`src/rtl/addressdecode_cfg_seq_if.sv`:
```
// Host write channel into the address-decode config sequencer.
interface addressdecode_cfg_seq_if;
    logic       host_valid;
    logic       host_ready;
    logic [7:0] host_addr;
    logic [7:0] host_wdata;
    logic       host_clear;

    modport master (
        output host_valid, host_addr, host_wdata, host_clear,
        input  host_ready
    );

    modport slave (
        input  host_valid, host_addr, host_wdata, host_clear,
        output host_ready
    );
endinterface

```
`src/rtl/addressdecode_cfg_seq.sv`:
```
// Sole driver of the decode-table byte write port: boot ROM load, host writes, clear sweep.
// Boot load from ROM is present only when ADDRDEC_CFG_INIT_EN is defined.
module addressdecode_cfg_seq #(
    parameter int unsigned ADDR_W   = 32,
    parameter int unsigned NUM_WIN  = 16,
    parameter int unsigned INIT_LEN = 160
) (
    input  logic                   cfg_clk,
    input  logic                   cfg_rst_n,
    output logic [7:0]             rom_addr,
    input  logic [7:0]             rom_data,
    addressdecode_cfg_seq_if.slave host,
    output logic                   cfg_we,
    output logic [7:0]             cfg_addr,
    output logic [7:0]             cfg_wdata,
    output logic                   busy,
    output logic                   init_done,
    output logic                   err
);

    localparam int unsigned CFG_BYTES = (ADDR_W + 7) / 8;
    localparam int unsigned TOTAL     = NUM_WIN * (2 * CFG_BYTES + 2);
    localparam int unsigned OP_OFF    = 2 * NUM_WIN * CFG_BYTES + NUM_WIN;
    localparam int unsigned CNT_W     = 9;

    localparam logic [CNT_W-1:0] TOTAL_C  = CNT_W'(TOTAL);
    localparam logic [CNT_W-1:0] OP_OFF_C = CNT_W'(OP_OFF);

    if (TOTAL > 256) begin : g_chk_total
        $error("addressdecode_cfg_seq: table layout exceeds 256 bytes");
    end
    if (INIT_LEN > TOTAL) begin : g_chk_init_len
        $error("addressdecode_cfg_seq: INIT_LEN larger than the table");
    end

    typedef enum logic [1:0] {ST_INIT, ST_HOST, ST_CLEAR} state_t;

`ifdef ADDRDEC_CFG_INIT_EN
    localparam logic [CNT_W-1:0] INIT_LEN_C = CNT_W'(INIT_LEN);
    localparam state_t RST_STATE = (INIT_LEN == 0) ? ST_HOST : ST_INIT;
    localparam logic   RST_BUSY  = (INIT_LEN != 0);
`else
    localparam state_t RST_STATE = ST_HOST;
    localparam logic   RST_BUSY  = 1'b0;
`endif

    // Power-on default byte for a table offset: OP fields are 0xFF, everything else 0.
    function automatic logic [7:0] clr_byte(input logic [CNT_W-1:0] j);
        return (j >= OP_OFF_C) ? 8'hFF : 8'h00;
    endfunction

    state_t           state_q, state_d;
    logic [CNT_W-1:0] cnt_q, cnt_d;
    logic [7:0]       rom_addr_d, addr_d, wdata_q, wdata_d;
    logic             we_d, fwd_q, fwd_d, busy_d, init_done_d, err_d;
    logic             clr_pend_q, clr_pend_d, start_clr;

    assign host.host_ready = (state_q == ST_HOST) && !host.host_clear;

    // rom_data is already a ROM flop output; forwarding it keeps each boot write one cycle after its rom_addr.
    assign cfg_wdata = fwd_q ? rom_data : wdata_q;

    always_comb begin
        state_d     = state_q;
        cnt_d       = cnt_q;
        rom_addr_d  = rom_addr;
        we_d        = 1'b0;
        addr_d      = cfg_addr;
        wdata_d     = wdata_q;
        fwd_d       = 1'b0;
        busy_d      = busy;
        init_done_d = init_done;
        err_d       = err;
        clr_pend_d  = clr_pend_q;
        start_clr   = 1'b0;

        unique case (state_q)
`ifdef ADDRDEC_CFG_INIT_EN
            ST_INIT: begin
                if (host.host_clear) begin
                    clr_pend_d = 1'b1;
                end
                if (cnt_q < INIT_LEN_C) begin
                    we_d       = 1'b1;
                    addr_d     = cnt_q[7:0];
                    fwd_d      = 1'b1;
                    cnt_d      = cnt_q + CNT_W'(1);
                    rom_addr_d = 8'(cnt_q + CNT_W'(1));
                end else begin
                    init_done_d = 1'b1;
                    rom_addr_d  = '0;
                    if (clr_pend_q || host.host_clear) begin
                        start_clr = 1'b1;
                    end else begin
                        state_d = ST_HOST;
                        busy_d  = 1'b0;
                    end
                end
            end
`endif
            ST_HOST: begin
                init_done_d = 1'b1;
                if (host.host_clear) begin
                    start_clr = 1'b1;
                end else if (host.host_valid) begin
                    if ({1'b0, host.host_addr} < TOTAL_C) begin
                        we_d    = 1'b1;
                        addr_d  = host.host_addr;
                        wdata_d = host.host_wdata;
                    end else begin
                        err_d = 1'b1;
                    end
                end
            end
            ST_CLEAR: begin
                if (cnt_q < TOTAL_C) begin
                    we_d    = 1'b1;
                    addr_d  = cnt_q[7:0];
                    wdata_d = clr_byte(cnt_q);
                    cnt_d   = cnt_q + CNT_W'(1);
                end else begin
                    state_d = ST_HOST;
                    busy_d  = 1'b0;
                end
            end
            default: begin
                state_d = RST_STATE;
            end
        endcase

        // Byte 0 of the sweep issues on the entry edge so the sweep spans exactly TOTAL busy cycles.
        if (start_clr) begin
            state_d    = ST_CLEAR;
            busy_d     = 1'b1;
            clr_pend_d = 1'b0;
            err_d      = 1'b0;
            we_d       = 1'b1;
            addr_d     = '0;
            wdata_d    = clr_byte('0);
            cnt_d      = CNT_W'(1);
        end
    end

    always_ff @(posedge cfg_clk or negedge cfg_rst_n) begin
        if (!cfg_rst_n) begin
            state_q    <= RST_STATE;
            cnt_q      <= '0;
            rom_addr   <= '0;
            cfg_we     <= 1'b0;
            cfg_addr   <= '0;
            wdata_q    <= '0;
            fwd_q      <= 1'b0;
            busy       <= RST_BUSY;
            init_done  <= 1'b0;
            err        <= 1'b0;
            clr_pend_q <= 1'b0;
        end else begin
            state_q    <= state_d;
            cnt_q      <= cnt_d;
            rom_addr   <= rom_addr_d;
            cfg_we     <= we_d;
            cfg_addr   <= addr_d;
            wdata_q    <= wdata_d;
            fwd_q      <= fwd_d;
            busy       <= busy_d;
            init_done  <= init_done_d;
            err        <= err_d;
            clr_pend_q <= clr_pend_d;
        end
    end

endmodule
```
`src/flat_wrapper.sv`:
```
// flat-port wrapper written by rule: the top's interface ports become plain ports
module addressdecode_cfg_seq_flat 
#(
    parameter int unsigned ADDR_W   = 32,
    parameter int unsigned NUM_WIN  = 16,
    parameter int unsigned INIT_LEN = 160
)
  (cfg_clk, cfg_rst_n, rom_addr, rom_data, cfg_we, cfg_addr, cfg_wdata, busy, init_done, err, host_host_valid, host_host_addr, host_host_wdata, host_host_clear, host_host_ready);
  addressdecode_cfg_seq_if host_i ();
  input  logic cfg_clk;
  input  logic cfg_rst_n;
  output logic [7:0] rom_addr;
  input  logic [7:0] rom_data;
  output logic cfg_we;
  output logic [7:0] cfg_addr;
  output logic [7:0] cfg_wdata;
  output logic busy;
  output logic init_done;
  output logic err;
  input wire logic [$bits(host_i.host_valid)-1:0] host_host_valid;
  input wire logic [$bits(host_i.host_addr)-1:0] host_host_addr;
  input wire logic [$bits(host_i.host_wdata)-1:0] host_host_wdata;
  input wire logic [$bits(host_i.host_clear)-1:0] host_host_clear;
  output wire logic [$bits(host_i.host_ready)-1:0] host_host_ready;
  assign host_i.host_valid = host_host_valid;
  assign host_i.host_addr = host_host_addr;
  assign host_i.host_wdata = host_host_wdata;
  assign host_i.host_clear = host_host_clear;
  assign host_host_ready = host_i.host_ready;
  addressdecode_cfg_seq #(.ADDR_W(ADDR_W), .NUM_WIN(NUM_WIN), .INIT_LEN(INIT_LEN)) u_core (.cfg_clk(cfg_clk), .cfg_rst_n(cfg_rst_n), .rom_addr(rom_addr), .rom_data(rom_data), .host(host_i), .cfg_we(cfg_we), .cfg_addr(cfg_addr), .cfg_wdata(cfg_wdata), .busy(busy), .init_done(init_done), .err(err));
endmodule
```
`config.mk`:
```
export PLATFORM = sky130hd
export DESIGN_NAME = addressdecode_cfg_seq_flat
export DESIGN_NICKNAME = d
export VERILOG_FILES = /design/src/rtl/addressdecode_cfg_seq_if.sv /design/src/rtl/addressdecode_cfg_seq.sv /design/src/flat_wrapper.sv
export SDC_FILE = /design/constraint.sdc
export NUM_CORES = 1
export LEC_CHECK = 0
export ABC_AREA = 1
export CAP_MARGIN = 20
export CORE_MARGIN = 2
export CORE_UTILIZATION = 45
export CTS_CLUSTER_SIZE = 28
export DETAILED_ROUTE_END_ITERATION = 8
export PLACE_DENSITY = 0.79
export SYNTH_ARGS = -nofsm -noshare
export SYNTH_HDL_FRONTEND = slang
export SYNTH_SLANG_ARGS = --single-unit
```
`constraint.sdc`:
```
create_clock -name cfg_clk -period 2.15 [get_ports cfg_clk]
set_clock_uncertainty 0.15 [all_clocks]
set_input_delay 0.43 -clock cfg_clk [delete_from_list [all_inputs] [get_ports cfg_clk]]
set_output_delay 0.43 -clock cfg_clk [all_outputs]
set_load 0.1 [all_outputs]
```
==> impl_metrics.toml, run 1 <==
[timing]
fmax_ghz = 0.486
period_needed_ns = 2.06
hold_viol = 0
slew_viol_final = 0
fin_crit_sh = 0.957
finalSetupTns_ns = 0
rsz0062_at_grt = "false"
setup_violations = 0

[synth]
synth_top_area_frac = 0.449
synth-async-reset-ratio = 1.00
seq_area_frac_synth = 0.465
yosys.area_share.simple = 0.249
synth_most_common_cell = "nand2_1"
synth_area_leaders = "dfrtp_1, nand2_1, nand3_1"
synth_fa_ha_area_frac = 0.0225
synth_top_area_cell = "dfrtp_1"
synth_xor_area_frac = 0
ys_ff_latch = 31
synthFlopType = "dfrtp_1"
synth_cells = 198
synth_common_cells = "nand2_1, dfrtp_1, nand3_1, o21ai_1, o21ai_0"
synth_area_um2 = 1670
synth_area_per_cell_um2 = 8.44
synth_edf_count = 0
yosysWarnings = 0
synth-compound-area-share = 0.151
synth_top_family_by_area = "simple AND/OR/NAND/NOR gates"
ys_types = 30
synth_mux_area_frac = 0

[flow_run]
max_cap_violations = 0

[detailed_routing]
routed_via_density = 4.97
dr_total_vias = 1437
initialDrtViolationCount = 83
wirelength_um = 3530
wl_met1_um = 1560
postRouteAntennaNets = 0
drc_errors = 0
met3_length_um = 211
drtPass1Iterations = 4
wl_met2_um = 1690
wl_per_cell_um = 12.2
maxUsedRoutingLayer = "met4"

[clock_tree]
insertion_delay_ns = 0.28
ctsHoldBuffers = 0
clkTransAtPathRegs_ns = 0.06
clock-sinks = 31
root_buffer = "clkbuf_8"
cts_buffer_depth = 2
cts-buffers-inserted = 5
cts_tree = "built"
cts_setup_buffers = 0
htreeDepth = 2
ctsResizeCount = 0

[critical_path]
worst_r2r_startpoint = "u_core.state_q[0]"
r2r_slack_ns = 0.29
crit_start = "u_core.state_q[0]"
cp-start-kind = "register"
critPathCapture = "host_host_ready"
path_class = "reg2out"
crit_family = "flip-flops"
worstPathCellList = "ha_1 > inv_2 > nor2_4 > buf_12"
worstPathArrival_ns = 1.48
critPathMaxFanout = 5
r2r_end = "u_core.wdata_q[5]"
cpPeakStageDelay_ns = 0.53
required_ns = 1.57
cp_slowest_cell = "dfstp_2"
r2r_cells = 6
crit_buf_inv = 2
crit_cells = 4
cp-end-kind = "output port"

[status]
status = "completed"

[floorplan]
initial_core_util = 0.463
die_h_um = 64.9
num_rows = 22
dieArea_um2 = 4220
ios = 57
fp.dieW_um = 64.9
fp.coreArea_um2 = 3610

[cells_and_area]
synthToLayoutAreaGrowth_pct = 27.2
finalNetCount = 271
antenna_cells = 0
layout-drive-gt1-share = 0.228
final.fill_count = 337

[placed_design]
portBuffers = 40
routabilityCongestion = 0.861
dp_hpwl_um = 2560

[worst_hold_path]
hold_path.class = "reg2reg"

[grt]
grt_pass1_vias = 1369
antenna_found_initial = 0
grt_pass1_wl_um = 6180
grt_max_degree = 33
grt_usage = 0.191
overflow = 0
worst register-to-register path: stages, from the launching register on:
cell	delay, ns
dfstp_2	0.53
inv_1	0.06
ha_1	0.27
buf_4	0.22
nand3_1	0.29
nand3_1	0.13
o21ai_1	0.14
registers in the layout, indices dropped and copies added (netlist names):
| register | flops |
|---|---|
| u_core.cnt_q | 9 |
| u_core.cfg_addr | 8 |
| u_core.wdata_q | 8 |
| u_core.state_q | 2 |
| u_core.busy | 1 |
| u_core.cfg_we | 1 |
| u_core.err | 1 |
| u_core.init_done | 1 |
layer usage:
metal / track usage / up-vias
met5: 0 / -
met2: 0.316 / 47
li1: - / 730
met1: 0.234 / 654
met3: 0.0503 / 6
met4: 0.0798 / 0
cell type report:
class                      count  area (um^2)  area share
tap                           48         60.1      0.0283
inverter                      14         52.6      0.0247
timing repair buffer          45          398       0.187
sequential                    31          777       0.366
clock buffer                   8          100      0.0471
multi-input combinational    143          737       0.347
how the worst min path moves through the flow:
| stage | start | end | slack (ns) | cells past startpoint |
|---|---|---|---|---|
| after floorplan | cfg_rst_n | u_core.busy | -0.02 | 0 |
| after global placement | u_core.init_done | u_core.init_done | 0.32 | 1 |
| after detailed placement | u_core.init_done | u_core.init_done | 0.31 | 1 |
| after CTS | u_core.init_done | u_core.init_done | 0.33 | 1 |
| after global routing | u_core.cfg_addr[5] | u_core.cfg_addr[5] | 0.37 | 2 |
| final | u_core.init_done | u_core.init_done | 0.32 | 1 |
stage by stage:
| step | cells | util | setup WS (ns) | hold slack [ns] | area (um^2) |
|---|---|---|---|---|---|
| after floorplan | 205 | - | 0.0322 | -0.0156 | 1700 |
| after global placement | 281 | 0.561 | 0.0117 | 0.318 | 2020 |
| after detailed placement | 281 | 0.561 | -0.0389 | 0.314 | 2020 |
| after CTS | 289 | 0.589 | 0.0905 | 0.330 | 2120 |
| after global routing | 289 | 0.589 | 0.00558 | 0.366 | 2120 |
| final | 289 | 0.589 | 0.0934 | 0.324 | 2120 |
kinds of logic after synthesis:
kind of cell,Yosys count
other,1
and+or+nand+nor,86
AOI/OAI and AO/OA,46
adders and majority gates,3
buffers and inverters,31
DFF,31
placed cells by master, fill, tap and decap left out:
cell,n
a21boi_1,1
clkbuf_8,7
or2_2,10
conb_1,8
nand3_4,1
nor2_4,1
inv_1,11
a31o_2,1
buf_4,25
inv_2,3
nor2_1,10
dfstp_2,1
o21ai_0,14
o21a_1,1
nand3_2,1
a21oi_1,7
dfrtp_1,30
nor2_2,1
clkdlybuf4s50_1,19
buf_12,1
nand3_1,16
ha_1,3
clkbuf_1,1
nand4_1,4
o211ai_1,4
nor3_1,1
a22oi_1,1
o22ai_1,1
nand2_2,3
nand2_1,38
o21ai_1,16
Power of run 1 is left out: the tool's default activity adds up to more than one toggle a clock period on the data nets, which glitch-free logic cannot reach.
==> run 2, diff against run 1 <==
- PLACE_DENSITY: 0.79 -> 0.8
==> impl_metrics.toml, run 2 (synthesis results as in run 1) <==
[clock_tree]
clkTransAtPathRegs_ns = 0.06
htreeDepth = 2
ctsResizeCount = 0
cts-buffers-inserted = 5
insertion_delay_ns = 0.28
clock-sinks = 31
cts_tree = "built"
cts_buffer_depth = 2
cts_setup_buffers = 0
root_buffer = "clkbuf_8"
ctsHoldBuffers = 0

[timing]
fin_crit_sh = 0.951
hold_viol = 0
rsz0062_at_grt = "false"
setup_violations = 0
period_needed_ns = 2.05
fmax_ghz = 0.489
slew_viol_final = 0
finalSetupTns_ns = 0

[worst_hold_path]
whs_path_depth = 1
min_from = "u_core.init_done"
hold_path.class = "reg2reg"
whs_endpoint = "u_core.init_done"

[cells_and_area]
finalNetCount = 270
top_regs = "u_core.cnt_q: 9 flops, u_core.cfg_addr: 8 flops, u_core.wdata_q: 8 flops"
finish.utilization = 0.582
layout-drive-gt1-share = 0.221
final_cell_mix = "nand2_1, dfrtp_1, buf_4"
largest_reg_flops = 9
antenna_cells = 0
synthToLayoutAreaGrowth_pct = 25.6
top_register = "u_core.cnt_q"
layout_commonest_cell = "nand2_1"

[status]
status = "completed"

[placed_design]
portBuffers = 40
dp_hpwl_um = 2530
routabilityCongestion = 0.818

[critical_path]
worst_r2r_startpoint = "u_core.state_q[0]"
required_ns = 1.57
crit_family = "flip-flops"
path_class = "reg2out"
r2r_slack_ns = 0.21
crit_buf_inv = 2
cp-start-kind = "register"
cpPeakStageDelay_ns = 0.53
r2r_end = "u_core.wdata_q[5]"
critPathMaxFanout = 5
worstPathCellList = "ha_1 > inv_2 > nor2_4 > buf_12"
cp-end-kind = "output port"
worstPathArrival_ns = 1.47
cp_slowest_cell = "dfstp_2"
r2r_cells = 6

[floorplan]
die_h_um = 64.9
fp.dieW_um = 64.9
num_rows = 22
initial_core_util = 0.463
fp.coreArea_um2 = 3610
ios = 57
dieArea_um2 = 4220

[grt]
grt_pass1_wl_um = 6120
grt_max_degree = 33
overflow = 0
antenna_found_initial = 0
grt_pass1_vias = 1357
grt_usage = 0.189

[detailed_routing]
dr_total_vias = 1425
initialDrtViolationCount = 115
postRouteAntennaNets = 0
drc_errors = 0
wirelength_um = 3510
wl_per_cell_um = 12.2
routed_via_density = 4.95
drtPass1Iterations = 4

[flow_run]
max_cap_violations = 0
-- run 2: cell count changes in the layout (fill, tap and decap cells not counted) --
cell | previous run | this run
clkinv_2 | 0 | 1
buf_4 | 25 | 24
clkbuf_8 | 7 | 5
clkbuf_1 | 1 | 2
-- run 2: per-stage QoR --
step	cell area, um^2	worst slack, ns	instances	hold slack (ns)
floorplan	1700	0.0322	205	-0.0156
global placement	2020	0.0165	280	0.317
detailed placement	2020	-0.0191	280	0.307
CTS	2100	0.0725	288	0.327
global route	2100	0.0189	288	0.347
finish	2100	0.105	288	0.323
-- run 2: routing by layer --
layer	wire (um)	share of wire	global-route usage
met1	1570	0.45	0.243
met2	1650	0.47	0.305
met3	220	0.063	0.0382
met4	73	0.021	0.0878
met5	0	0	0
-- run 2: worst reg2reg max path: cells and delay by family, from the launching register on --
family          cells  cell delay, ns
flops               1            0.53
compound gates      1            0.08
fa+ha+maj           1            0.25
simple gates        4            0.80
-- run 2: how the worst max path moves through the flow --
stage,start,to,slack (ns),cells past startpoint
after CTS,u_core.state_q[0],host_host_ready,0.07,4
after detailed placement,host_host_addr[5],u_core.wdata_q[5],-0.02,7
after floorplan,u_core.state_q[0],u_core.wdata_q[0],0.03,8
final,u_core.state_q[0],host_host_ready,0.10,4
after global routing,u_core.state_q[0],host_host_ready,0.02,4
after global placement,host_host_addr[5],u_core.wdata_q[2],0.02,7
-- run 2: cell type report --
class	count	area, um^2
Clock buffer	7	76.3
Tap cell	48	60.1
Sequential cell	31	777
Multi-Input combinational cell	143	737
Inverter	14	52.6
Timing Repair Buffer	44	390
Fill cell	345	1510
Clock inverter	1	5.00
Power of run 2 is left out for the same reason.
==> run 3, diff against run 2 <==
- CORE_ASPECT_RATIO: unset -> 0.5
==> impl_metrics.toml, run 3 (synthesis results as in run 1) <==
[status]
status = "completed"

[clock_tree]
cts_buffer_depth = 2
cts-buffers-inserted = 5
cts_setup_buffers = 0
root_buffer = "clkbuf_8"
htreeDepth = 2
clock-sinks = 31
cts_tree = "built"
ctsHoldBuffers = 0
insertion_delay_ns = 0.28
clkTransAtPathRegs_ns = 0.06
ctsResizeCount = 0

[timing]
hold_slack_ns = 0.322
fmax_ghz = 0.487
slew_viol_final = 0
setup_violations = 0
period_needed_ns = 2.05
rsz0062_at_grt = "false"
setup_ws_ns = 0.0978
fin_crit_sh = 0.954
hold_viol = 0

[floorplan]
die_h_um = 47.1
fp.dieW_um = 90.2
fp.coreArea_um2 = 3490
dieArea_um2 = 4240
initial_core_util = 0.478
num_rows = 15
ios = 57

[flow_run]
max_cap_violations = 0

[cells_and_area]
layout-drive-gt1-share = 0.226
synthToLayoutAreaGrowth_pct = 26.2
antenna_cells = 0
finish.utilization = 0.604
top_regs = "u_core.cnt_q: 9 flops, u_core.cfg_addr: 8 flops, u_core.wdata_q: 8 flops"
stdcell_area_um2 = 2110
largest_reg_flops = 9
final_cell_mix = "nand2_1, dfrtp_1, buf_4"
top_register = "u_core.cnt_q"
finalNetCount = 270
layout_commonest_cell = "nand2_1"

[grt]
grt_max_degree = 33
gr-usage-met2 = 0.322
grt_util_met1 = 0.233
grt_pass1_vias = 1321
grt_usage = 0.189
use_met3 = 0.0498
grt-busiest-layer = "met2"
antenna_found_initial = 0
overflow = 0
grt_pass1_wl_um = 6080

[critical_path]
path_class = "reg2out"
worstPathArrival_ns = 1.47
critPathMaxFanout = 5
required_ns = 1.57
cp-end-kind = "output port"
r2r_cells = 6
cp-start-kind = "register"

[placed_design]
routabilityCongestion = 0.929
dp_slack_ns = -0.00163
place_area_um2 = 2020
portBuffers = 40
dp_hpwl_um = 2720

[detailed_routing]
drtPass1Iterations = 4
initialDrtViolationCount = 102
routed_via_density = 5.06
drc_errors = 0
dr_total_vias = 1466
postRouteAntennaNets = 0
wirelength_um = 3770
wl_per_cell_um = 13.0

[worst_hold_path]
whs_path_depth = 1
hold_path.class = "reg2reg"
-- run 3: cell types whose count changed in the layout (fill, tap and decap cells not counted), sizes merged --
cell | before | now
clkbuf | 7 | 6
-- run 3: worst max-delay path, cell delays in order, from the launching register on --
cell and delay, ns:
dfstp_2 0.53, ha_1 0.26, inv_2 0.08, nor2_4 0.13, buf_12 0.19
-- run 3: final timing paths --
check | from | end | slack [ns]
worst max-delay path | u_core.state_q[0] | host_host_ready | 0.1
max in group asynchronous | cfg_rst_n | u_core.state_q[0] | 1.15
worst min register to register | u_core.init_done | u_core.init_done | 0.32
worst min-delay path | u_core.init_done | u_core.init_done | 0.32
min in group asynchronous | cfg_rst_n | u_core.state_q[1] | 0.39
worst max register to register | u_core.state_q[0] | u_core.wdata_q[2] | 0.21
-- run 3: metal layers --
| metal | wire length [um] | part of all wire |
|---|---|---|
| met5 | 0 | 0 |
| met4 | 59 | 0.016 |
| met3 | 258 | 0.068 |
| met2 | 1750 | 0.46 |
| met1 | 1700 | 0.45 |
-- run 3: cell type report --
cell class | count | area [um^2]
clock buffer | 6 | 82.6
clock inverter | 1 | 5.00
fill | 298 | 1380
inverter | 14 | 52.6
multi-input combinational | 143 | 737
sequential | 31 | 777
tap | 51 | 63.8
timing repair buffer | 44 | 390
-- run 3: metrics by stage --
stage,std cells,TNS (ns)
floorplan,205,0
global placement,283,0
detailed placement,283,-0.00250
CTS,290,0
global route,290,0
finish,290,0
Power of run 3 is left out for the same reason.
